`config.mk`:
```
export PLATFORM = sky130hd
export DESIGN_NAME = boreal_ads1299_emu
export DESIGN_NICKNAME = d
export VERILOG_FILES = /design/src/rtl/boreal_emu_pkg.sv /design/src/rtl/boreal_spi_edge_sync.sv /design/src/rtl/boreal_ads1299_emu.sv
export SDC_FILE = /design/constraint.sdc
export NUM_CORES = 1
export LEC_CHECK = 0
export CORE_MARGIN = 1.5
export CORE_UTILIZATION = 45
export CTS_CLUSTER_DIAMETER = 60
export CTS_CLUSTER_SIZE = 14
export DETAILED_ROUTE_END_ITERATION = 10
export GPL_TIMING_DRIVEN = 0
export PLACE_DENSITY = 0.62
export SKIP_CTS_REPAIR_TIMING = 1
export SYNTH_ARGS = -nofsm -noshare
export SYNTH_HDL_FRONTEND = slang
export SYNTH_SLANG_ARGS = --single-unit
```
`constraint.sdc`:
```
create_clock -name clk -period 2.4 [get_ports clk]
set_input_delay 0.36 -clock clk [delete_from_list [all_inputs] [get_ports clk]]
set_output_delay 0.36 -clock clk [all_outputs]
set_load 0.01 [all_outputs]
```
`src/rtl/boreal_emu_pkg.sv`:
```
// Shared constants, frame sizing and state encoding for the ADS1299 slave emulator.
package boreal_emu_pkg;

    localparam logic [23:0] STATUS_HDR = 24'hC00000;
    localparam logic [7:0]  OPC_SDATAC = 8'h11;
    localparam logic [7:0]  OPC_RDATAC = 8'h10;

    typedef enum logic [1:0] {
        IDLE,
        READY,
        SHIFT
    } emu_state_e;

    // One 24-bit status word followed by one 24-bit word per channel.
    function automatic int frame_bits(input int num_ch);
        return 24 + 24 * num_ch;
    endfunction

endpackage

```
`src/rtl/boreal_spi_edge_sync.sv`:
```
// Two-flop synchronizer for one asynchronous SPI pin, plus single-cycle
// rise/fall pulses taken from the synchronized level.
module boreal_spi_edge_sync #(
    parameter logic RESET_VAL = 1'b0
) (
    input  logic clk,
    input  logic rst_n,
    input  logic din,
    output logic level,
    output logic rise,
    output logic fall
);

    logic meta_q, meta_d;
    logic sync_q, sync_d;
    logic prev_q, prev_d;

    // Shift the pin through the metastability chain and keep one extra stage for edge detection.
    always_comb begin
        meta_d = din;
        sync_d = meta_q;
        prev_d = sync_q;
    end

    // Chain registers; reset to the idle level of the pin so no false edge appears after reset.
    always_ff @(posedge clk) begin
        if (!rst_n) begin
            meta_q <= RESET_VAL;
            sync_q <= RESET_VAL;
            prev_q <= RESET_VAL;
        end else begin
            meta_q <= meta_d;
            sync_q <= sync_d;
            prev_q <= prev_d;
        end
    end

    assign level = sync_q;
    assign rise  = sync_q & ~prev_q;
    assign fall  = ~sync_q & prev_q;

endmodule

```
`src/rtl/boreal_ads1299_emu.sv`:
```
// ADS1299 slave-side emulator: produces deterministic 8-channel frames at a
// fixed rate, flags them on drdy_n and shifts them out on miso (SPI mode 1).
// Optional macro BOREAL_EMU_STALL_EN lets stall_in suppress frame delivery.
module boreal_ads1299_emu
    import boreal_emu_pkg::*;
#(
    parameter int NUM_CH     = 8,
    parameter int SAMPLE_DIV = 400000,
    parameter int DRDY_GAP   = 4
) (
    input  logic        clk,
    input  logic        rst_n,
    input  logic        sclk,
    input  logic        cs_n,
    input  logic        mosi,
    output logic        miso,
    output logic        drdy_n,
    input  logic        stall_in,
    output logic [15:0] frame_cnt,
    output logic [7:0]  overrun_cnt,
    output logic        rdatac_mode
);

    localparam int FB    = frame_bits(NUM_CH);
    localparam int BIT_W = $clog2(FB + 1);
    localparam int DIV_W = $clog2(SAMPLE_DIV);
    localparam int GAP_W = $clog2(DRDY_GAP + 2);

    logic sclk_lvl, sclk_rise, sclk_fall;
    logic cs_lvl, cs_rise, cs_fall;
    logic mosi_s, mosi_rise, mosi_fall;

    boreal_spi_edge_sync #(.RESET_VAL(1'b0)) u_sync_sclk (
        .clk(clk), .rst_n(rst_n), .din(sclk),
        .level(sclk_lvl), .rise(sclk_rise), .fall(sclk_fall)
    );

    boreal_spi_edge_sync #(.RESET_VAL(1'b1)) u_sync_cs (
        .clk(clk), .rst_n(rst_n), .din(cs_n),
        .level(cs_lvl), .rise(cs_rise), .fall(cs_fall)
    );

    boreal_spi_edge_sync #(.RESET_VAL(1'b0)) u_sync_mosi (
        .clk(clk), .rst_n(rst_n), .din(mosi),
        .level(mosi_s), .rise(mosi_rise), .fall(mosi_fall)
    );

    emu_state_e        state_q, state_d;
    logic [DIV_W-1:0]  div_q, div_d;
    logic [19:0]       sample_cnt_q, sample_cnt_d;
    logic [19:0]       shadow_q, shadow_d;
    logic              pend_q, pend_d;
    logic [19:0]       pend_sample_q, pend_sample_d;
    logic [BIT_W-1:0]  bit_cnt_q, bit_cnt_d;
    logic [3:0]        word_idx_q, word_idx_d;
    logic [4:0]        wbit_q, wbit_d;
    logic              shift_valid_q, shift_valid_d;
    logic [6:0]        cmd_sr_q, cmd_sr_d;
    logic [2:0]        cmd_bits_q, cmd_bits_d;
    logic [GAP_W-1:0]  gap_q, gap_d;
    logic              miso_q, miso_d;
    logic              drdy_n_q, drdy_n_d;
    logic [15:0]       frame_cnt_q, frame_cnt_d;
    logic [7:0]        overrun_cnt_q, overrun_cnt_d;
    logic              rdatac_q, rdatac_d;

    logic        tick;
    logic        frame_ev;
    logic [19:0] sample_next;
    logic [23:0] cur_word;
    logic [7:0]  cmd_byte;
    logic        unused_sigs;

    assign tick        = (div_q == DIV_W'(SAMPLE_DIV - 1));
    assign sample_next = sample_cnt_q + 20'd1;
    assign cur_word    = (word_idx_q == 4'd0) ? STATUS_HDR : {word_idx_q - 4'd1, shadow_q};
    assign cmd_byte    = {cmd_sr_q, mosi_s};

`ifdef BOREAL_EMU_STALL_EN
    assign frame_ev    = tick & rdatac_q & ~stall_in;
    assign unused_sigs = &{1'b0, sclk_lvl, cs_lvl, mosi_rise, mosi_fall};
`else
    assign frame_ev    = tick & rdatac_q;
    assign unused_sigs = &{1'b0, sclk_lvl, cs_lvl, mosi_rise, mosi_fall, stall_in};
`endif

    // Next-state logic: sample divider, frame hand-off, SPI shift-out and command decode.
    always_comb begin
        state_d       = state_q;
        div_d         = tick ? '0 : div_q + DIV_W'(1);
        sample_cnt_d  = tick ? sample_next : sample_cnt_q;
        shadow_d      = shadow_q;
        pend_d        = pend_q;
        pend_sample_d = pend_sample_q;
        bit_cnt_d     = bit_cnt_q;
        word_idx_d    = word_idx_q;
        wbit_d        = wbit_q;
        shift_valid_d = shift_valid_q;
        cmd_sr_d      = cmd_sr_q;
        cmd_bits_d    = cmd_bits_q;
        gap_d         = gap_q;
        miso_d        = miso_q;
        drdy_n_d      = drdy_n_q;
        frame_cnt_d   = frame_cnt_q;
        overrun_cnt_d = overrun_cnt_q;
        rdatac_d      = rdatac_q;

        case (state_q)
            IDLE: begin
                if (cs_fall) begin
                    // Command-only transaction: nothing valid to shift out.
                    state_d       = SHIFT;
                    shift_valid_d = 1'b0;
                    bit_cnt_d     = '0;
                    word_idx_d    = 4'd0;
                    wbit_d        = 5'd0;
                    cmd_bits_d    = 3'd0;
                    miso_d        = 1'b0;
                    pend_d        = frame_ev;
                    if (frame_ev) pend_sample_d = sample_next;
                end else if (frame_ev) begin
                    shadow_d = sample_next;
                    state_d  = READY;
                    drdy_n_d = 1'b0;
                end
            end

            READY: begin
                if (gap_q != '0) begin
                    gap_d = gap_q - GAP_W'(1);
                    if (gap_q == GAP_W'(1)) drdy_n_d = 1'b0;
                end
                if (cs_fall) begin
                    state_d       = SHIFT;
                    shift_valid_d = 1'b1;
                    bit_cnt_d     = '0;
                    word_idx_d    = 4'd0;
                    wbit_d        = 5'd0;
                    cmd_bits_d    = 3'd0;
                    miso_d        = 1'b0;
                    gap_d         = '0;
                    pend_d        = frame_ev;
                    if (frame_ev) pend_sample_d = sample_next;
                end else if (frame_ev) begin
                    if (overrun_cnt_q != 8'hFF) overrun_cnt_d = overrun_cnt_q + 8'd1;
                    shadow_d = sample_next;
                    gap_d    = GAP_W'(DRDY_GAP);
                    drdy_n_d = (DRDY_GAP != 0);
                end
            end

            SHIFT: begin
                if (frame_ev) begin
                    pend_d        = 1'b1;
                    pend_sample_d = sample_next;
                end
                if (sclk_rise) begin
                    drdy_n_d = 1'b1;
                    if (shift_valid_q && (bit_cnt_q < BIT_W'(FB))) begin
                        miso_d    = cur_word[5'd23 - wbit_q];
                        bit_cnt_d = bit_cnt_q + BIT_W'(1);
                        if (wbit_q == 5'd23) begin
                            wbit_d     = 5'd0;
                            word_idx_d = word_idx_q + 4'd1;
                        end else begin
                            wbit_d = wbit_q + 5'd1;
                        end
                    end else begin
                        miso_d = 1'b0;
                    end
                end
                if (sclk_fall) begin
                    cmd_sr_d   = cmd_byte[6:0];
                    cmd_bits_d = cmd_bits_q + 3'd1;
                    if (cmd_bits_q == 3'd7) begin
                        if (cmd_byte == OPC_SDATAC) begin
                            rdatac_d = 1'b0;
                            drdy_n_d = 1'b1;
                            pend_d   = 1'b0;
                        end else if (cmd_byte == OPC_RDATAC) begin
                            rdatac_d = 1'b1;
                        end
                    end
                end
                if (cs_rise) begin
                    miso_d     = 1'b0;
                    cmd_bits_d = 3'd0;
                    if (shift_valid_q && (bit_cnt_q == BIT_W'(FB)))
                        frame_cnt_d = frame_cnt_q + 16'd1;
                    if (pend_d) begin
                        shadow_d = pend_sample_d;
                        pend_d   = 1'b0;
                        state_d  = READY;
                        drdy_n_d = 1'b0;
                    end else begin
                        state_d  = IDLE;
                        drdy_n_d = 1'b1;
                    end
                end
            end

            default: state_d = IDLE;
        endcase

`ifdef BOREAL_EMU_STALL_EN
        if (stall_in) begin
            drdy_n_d = 1'b1;
            if (state_d == READY) begin
                state_d = IDLE;
                gap_d   = '0;
            end
        end
`endif
    end

    // State registers with synchronous active-low reset.
    always_ff @(posedge clk) begin
        if (!rst_n) begin
            state_q       <= IDLE;
            div_q         <= '0;
            sample_cnt_q  <= '0;
            shadow_q      <= '0;
            pend_q        <= 1'b0;
            pend_sample_q <= '0;
            bit_cnt_q     <= '0;
            word_idx_q    <= '0;
            wbit_q        <= '0;
            shift_valid_q <= 1'b0;
            cmd_sr_q      <= '0;
            cmd_bits_q    <= '0;
            gap_q         <= '0;
            miso_q        <= 1'b0;
            drdy_n_q      <= 1'b1;
            frame_cnt_q   <= '0;
            overrun_cnt_q <= '0;
            rdatac_q      <= 1'b1;
        end else begin
            state_q       <= state_d;
            div_q         <= div_d;
            sample_cnt_q  <= sample_cnt_d;
            shadow_q      <= shadow_d;
            pend_q        <= pend_d;
            pend_sample_q <= pend_sample_d;
            bit_cnt_q     <= bit_cnt_d;
            word_idx_q    <= word_idx_d;
            wbit_q        <= wbit_d;
            shift_valid_q <= shift_valid_d;
            cmd_sr_q      <= cmd_sr_d;
            cmd_bits_q    <= cmd_bits_d;
            gap_q         <= gap_d;
            miso_q        <= miso_d;
            drdy_n_q      <= drdy_n_d;
            frame_cnt_q   <= frame_cnt_d;
            overrun_cnt_q <= overrun_cnt_d;
            rdatac_q      <= rdatac_d;
        end
    end

    assign miso        = miso_q;
    assign drdy_n      = drdy_n_q;
    assign frame_cnt   = frame_cnt_q;
    assign overrun_cnt = overrun_cnt_q;
    assign rdatac_mode = rdatac_q;

endmodule

```
==> flow_summary.ini, run 1 <==
[synthesis]
syn_area_mm2 = 0.00728
yosys.area_share.adder_pct = 3.61
async_flop_share_pct = 0
netlist-cell-type-count = 71
yosysSeqAreaShare_pct = 40.7
synth-xor-area-share_pct = 8.42
syn_area_per_cell_um2 = 9.09
synth_top_family_by_area = simple AND/OR/NAND/NOR gates
synthSimpleGateAreaFrac_pct = 23.5
synthTopCellsByArea = dfxtp_1 (41%), mux2i_1 (5.5%), nor2_1 (5.3%)
synth_mux_area_share_pct = 7.69
yosysTopAreaCell = dfxtp_1
synth-edff-count = 0
ys_warn_count = 0
synth_ff_type = dfxtp_1
syn_nets = 828
synth_compound_area_share_pct = 12.0
yosys.area.top_type_share_pct = 40.7
synthCells = 801
synth_seq_cells = 148

[min_path]
hold_end = u_sync_cs.level$_SDFF_PN1_
min_path_type = reg -> reg
hold_path_startpoint = u_sync_cs.meta_q$_SDFF_PN1_
worstHoldPathCells = 1

[cells_and_area]
final_common_cell = dfxtp_1
layout-drive-gt1-share_pct = 13.1
fin_cells = 1094
final_core_util_pct = 54.7
layout.nets = 892
area_growth_pct = 18.9
final_cell_mix = dfxtp_1 (145), nor2_1 (102), nand2_1 (42)
diodes = 0
design_area_mm2 = 0.00866

[setup_path]
timing.rr.start = state_q[0]$_SDFFE_PN0P_
worstPathCellList = inv_2 > ha_2 > or2_2 > mux2i_4 > nor4_4 > buf_6 > buf_6 > mux2i_1 > nor2_1
crit_type = reg -> reg
critPathMostFrequentCell = buf_6
arrival_ps = 2590
cpPeakStageDelay_ps = 380
r2r_cells = 9
cp-startpoint = state_q[0]$_SDFFE_PN0P_
cp-start-kind = register
crit_path_max_fanout = 10
end_kind = register
crit_required_ps = 2680
cp_slowest_cell = dfxtp_4
critical_path.top_delay_family = simple AND/OR/NAND/NOR gates
r2r_end = pend_sample_q[14]$_SDFFE_PN0P_
worst-r2r-setup-slack_ps = 90
crit_buf_inv = 3

[route]
dr.pass1.iters = 5
postRouteAntennaNets = 0
post_drt_via_cell_ratio = 5.61
routed_wl_um = 17700
first_iter_violations = 414
wire_per_inst_um = 16.1
vias = 6132
drc = 0

[flow_run]
drv_cap = 0

[clock_network]
cts_tree = done
clkSlewWorstSetupHoldPaths_ps = 60
clk_latency_ps = 420
htree_levels = 4
cts_buffer_depth = 2
cts_num_sinks = 148
clock_tree.root_cell = clkbuf_16
cts_buffers = 17

[power]
leakage_nw = 3.16
vdd_drop_max_mv = 0.567
finalPower_mw = 6.56
p_per_area_mw_per_mm2 = 757

[global_routing]
antenna_found_initial = 0
grt.total_usage_pct = 21.5
first_global_vias = 5824
grt_max_degree = 17
grt-ovfl-total = 0
grt_pass1_wl_um = 28500

[floorplan]
die-area_mm2 = 0.0170
row_count = 46
fp.dieH_um = 130
pin_count = 33
fp.dieW_um = 130
core_area_mm2 = 0.0158
initial_core_util_pct = 46.0

[placed_design]
place_inst = 1048
post-dp-hpwl_um = 12600
place_congestion = 0.839
placed_area_mm2 = 0.00787
numPortBuffers = 31

[timing]
setup_viol = 0
tns_ps = 0
min_period_ps = 2310
worst_pin_slew_ps = 977
clock_skew_ps = 9.25
fmaxAchievable_mhz = 433
slew_headroom_pct = 34.3
rsz0062_at_grt = true
period_share_pct = 96.3
hold_viol_final = 0
final_max_slew_viol_count = 0

[outcome]
outcome = finished, final reports clean
## stage by stage
step,hold WS [ps],worst slack [ps]
floorplan,386,181
global placement,401,-312
detailed placement,420,-379
CTS,426,-395
global route,430,-32.1
finish,419,89.5
## worst max-delay path by stage
stage / to / cells after the start
detailed placement: shadow_q[9]$_SDFFE_PN0P_ / 9
global route: shadow_q[13]$_SDFFE_PN0P_ / 9
global placement: shadow_q[11]$_SDFFE_PN0P_ / 9
finish: pend_sample_q[14]$_SDFFE_PN0P_ / 9
floorplan: pend_sample_q[10]$_SDFFE_PN0P_ / 8
CTS: shadow_q[9]$_SDFFE_PN0P_ / 9
## logic make-up (layout without fill, tap and decap cells)
logic type | Yosys count | in the layout
buffers and inverters | 66 | 143
and+or+nand+nor | 320 | 320
muxes | 48 | 48
xor gates and xnor gates | 70 | 70
adders and majority gates | 21 | 21
DFF | 148 | 148
AOI/OAI and AO/OA | 128 | 128
## synth_stat cells, types with 13 or more instances
cell type	number
nand3_1	38
o2bb2ai_1	13
o21ai_0	27
nor2_1	102
ha_1	21
nand4_1	16
inv_1	24
or3_1	20
nand2_1	44
dfxtp_1	148
mux2i_1	40
and3_1	15
xor2_1	37
clkbuf_1	23
xnor2_1	33
a21oi_1	31
## registers in the layout (all words and copies together), names as in the netlist, 2 cells and up
register       count
state_q            2
pend_sample_q     20
overrun_cnt        8
bit_cnt_q          8
cmd_bits_q         3
frame_cnt         16
word_idx_q         4
cmd_sr_q           7
sample_cnt_q      20
gap_q              3
div_q             19
shadow_q          20
wbit_q             5
## power by group
| part | switching, mW | total [mW] | internal [mW] |
|---|---|---|---|
| sequential | 0.0710 | 2.61 | 2.54 |
| clock | 1.05 | 2.61 | 1.56 |
| combinational | 0.802 | 1.34 | 0.539 |
| total | 1.92 | 6.56 | 4.64 |
## area by class of cell
class                   instances  area [um^2]
plain buffers                  42          223
clock buffers                  21          450
fillers                      1405         7160
repair buffers                 45          419
well taps                     216          270
multi-input cells             587         4110
flip-flops and latches        148         2970
clock inverters                11          129
inverters                      24         90.1
## per-layer routing
metal / global-route usage [%] / routed length (um)
met1: 26.8 / 7900
met2: 35.5 / 8730
met3: 4.80 / 661
met4: 9.48 / 365
met5: 0 / 0
No activity file was read; power rests on OpenSTA's default activity.
==> run 2: changes to the inputs <==
HOLD_SLACK_MARGIN = 0.02   (was default)
==> results of run 2 <==
Same layout as run 1: the final DEF is identical, and so are final timing and power.
==> run 3: changes to the inputs <==
CORE_MARGIN = 3   (was 1.5)
==> run 3 against run 2 <==
Compared with the run above: first-iteration DRC count decreased by 14%; clock-buffer cell count decreased by 2; utilization grew 1.3 points; global-route usage is 1.6 points lower; clock power grew 7.7%; routed wire length grew 0.46%; critical endpoint is now shadow_q[14]$_SDFFE_PN0P_; non-clock buffer count down 1; combinational power barely moved; critical path depth is the same; clock skew grew 2.6 ps.
==> flow_summary.ini, run 3 (synthesis results as in run 1) <==
[outcome]
outcome = finished, final reports clean

[cells_and_area]
top_regs = pend_sample_q: 20 flops, sample_cnt_q: 20 flops, shadow_q: 20 flops
area_growth_pct = 19.4
diodes = 0
final_cell_mix = dfxtp_1 (145), nor2_1 (102), nand2_1 (42)
final_common_cell = dfxtp_1
layout-drive-gt1-share_pct = 13.0
design_area_mm2 = 0.00870
fill_cells = 1387
layout.nets = 891

[placed_design]
placed_area_mm2 = 0.00786
numPortBuffers = 31
post-dp-hpwl_um = 12700
preCtsSetupSlack_ps = -514
place_congestion = 0.882

[power]
clkPwrFrac_pct = 41.6
swShare_pct = 28.4
p_int_mw = 4.82
vdd_drop_max_mv = 0.585
p_comb_share_pct = 19.7
finalPower_mw = 6.74
p_sw_mw = 1.92
seq_power_share_pct = 38.6
p_per_area_mw_per_mm2 = 775
leakage_nw = 3.17

[floorplan]
core_area_mm2 = 0.0155
row_count = 45
initial_core_util_pct = 46.9
fp.dieH_um = 133
pin_count = 33
fp.dieW_um = 133
die-area_mm2 = 0.0178

[setup_path]
end_kind = register
cp-start-kind = register
crit_required_ps = 2760
crit_type = reg -> reg
arrival_ps = 2640
crit_path_max_fanout = 10

[route]
vias = 6056
drc = 0
postRouteAntennaNets = 0
dr.pass1.iters = 5
post_drt_via_cell_ratio = 5.57
first_iter_violations = 354
wire_per_inst_um = 16.3
routed_wl_um = 17700

[global_routing]
grt-ovfl-total = 0
first_global_vias = 5853
antenna_found_initial = 0
grt_max_degree = 17
grt_pass1_wl_um = 28800
grt.total_usage_pct = 19.9

[timing]
clock_skew_ps = 11.9
worst_pin_slew_ps = 859
period_share_pct = 95.1
fmaxAchievable_mhz = 438
timing.final.ws_setup_ps = 118
whs_ps = 432
slew_headroom_pct = 42.2
setup_viol = 0
tns_ps = 0
final_max_slew_viol_count = 0
rsz0062_at_grt = false
min_period_ps = 2280
hold_viol_final = 0

[clock_network]
cts_tree = done
cts_buffers = 17
clock_tree.root_cell = clkbuf_16
cts_num_sinks = 148
htree_levels = 4
clk_latency_ps = 420
clkSlewWorstSetupHoldPaths_ps = 60
cts_buffer_depth = 2

[min_path]
min_path_type = reg -> reg

[flow_run]
drv_cap = 0
[run 3: changes by cell type in the layout (fill, tap and decap cells not counted), sizes merged]
cell,before,now
inv,25,24
bufinv,2,4
clkinvlp,5,4
clkbuf,46,45
clkinv,3,5
buf,31,29
[run 3: area by class of cell]
class | instances | area [um^2] | share of cell area, %
multi-input combinational | 587 | 4110 | 47.3
timing repair buffer | 45 | 419 | 4.82
sequential | 148 | 2970 | 34.1
clock buffer | 19 | 443 | 5.09
buffer | 41 | 220 | 2.53
clock inverter | 13 | 183 | 2.10
tap | 211 | 264 | 3.03
inverter | 24 | 90.1 | 1.04
[run 3: metrics by stage]
stage / instances / util (%)
6_report: 1088 / 56.0
5_1_grt: 1088 / 56.0
4_1_cts: 1075 / 54.6
3_5_place_dp: 1043 / 50.6
3_3_place_gp: 1043 / 50.6
2_1_floorplan: 801 / -
[run 3: path summary, 6_finish.rpt]
kind,start,end,slack (ps),cells after the start
worst max-delay path,state_q[0]$_SDFFE_PN0P_,shadow_q[14]$_SDFFE_PN0P_,120,9
worst min register to register,u_sync_cs.meta_q$_SDFF_PN1_,u_sync_cs.level$_SDFF_PN1_,430,1
worst min-delay path,u_sync_cs.meta_q$_SDFF_PN1_,u_sync_cs.level$_SDFF_PN1_,430,1
worst max register to register,state_q[0]$_SDFFE_PN0P_,shadow_q[14]$_SDFFE_PN0P_,120,9
[run 3: critical path, cell delays in order, from the launching register on]
cell and delay [ps]:
dfxtp_4 380, inv_2 70, ha_1 190, buf_4 180
and4b_1 240, nand4_1 170, o2111a_2 330, nand3_1 200
buf_2 280, o2bb2ai_1 170
[run 3: routing by layer]
layer	GRT usage [%]	wire [um]	part of all wire, %	up-vias
li1	-	-	-	2996
met1	25.0	8050	45	2947
met2	34.0	8900	50	88
met3	4.27	501	2.8	25
met4	6.40	287	1.6	0
met5	0	0	0	-
[run 3: power by group through the flow]
stage	Clock (mW)	Sequential, mW	Combinational, mW
2_1_floorplan	0	2.63	0.884
3_3_place_gp	0	2.64	1.16
3_5_place_dp	0	2.65	1.19
4_1_cts	2.86	2.59	1.19
5_1_grt	2.96	2.62	1.44
6_report	2.81	2.61	1.33
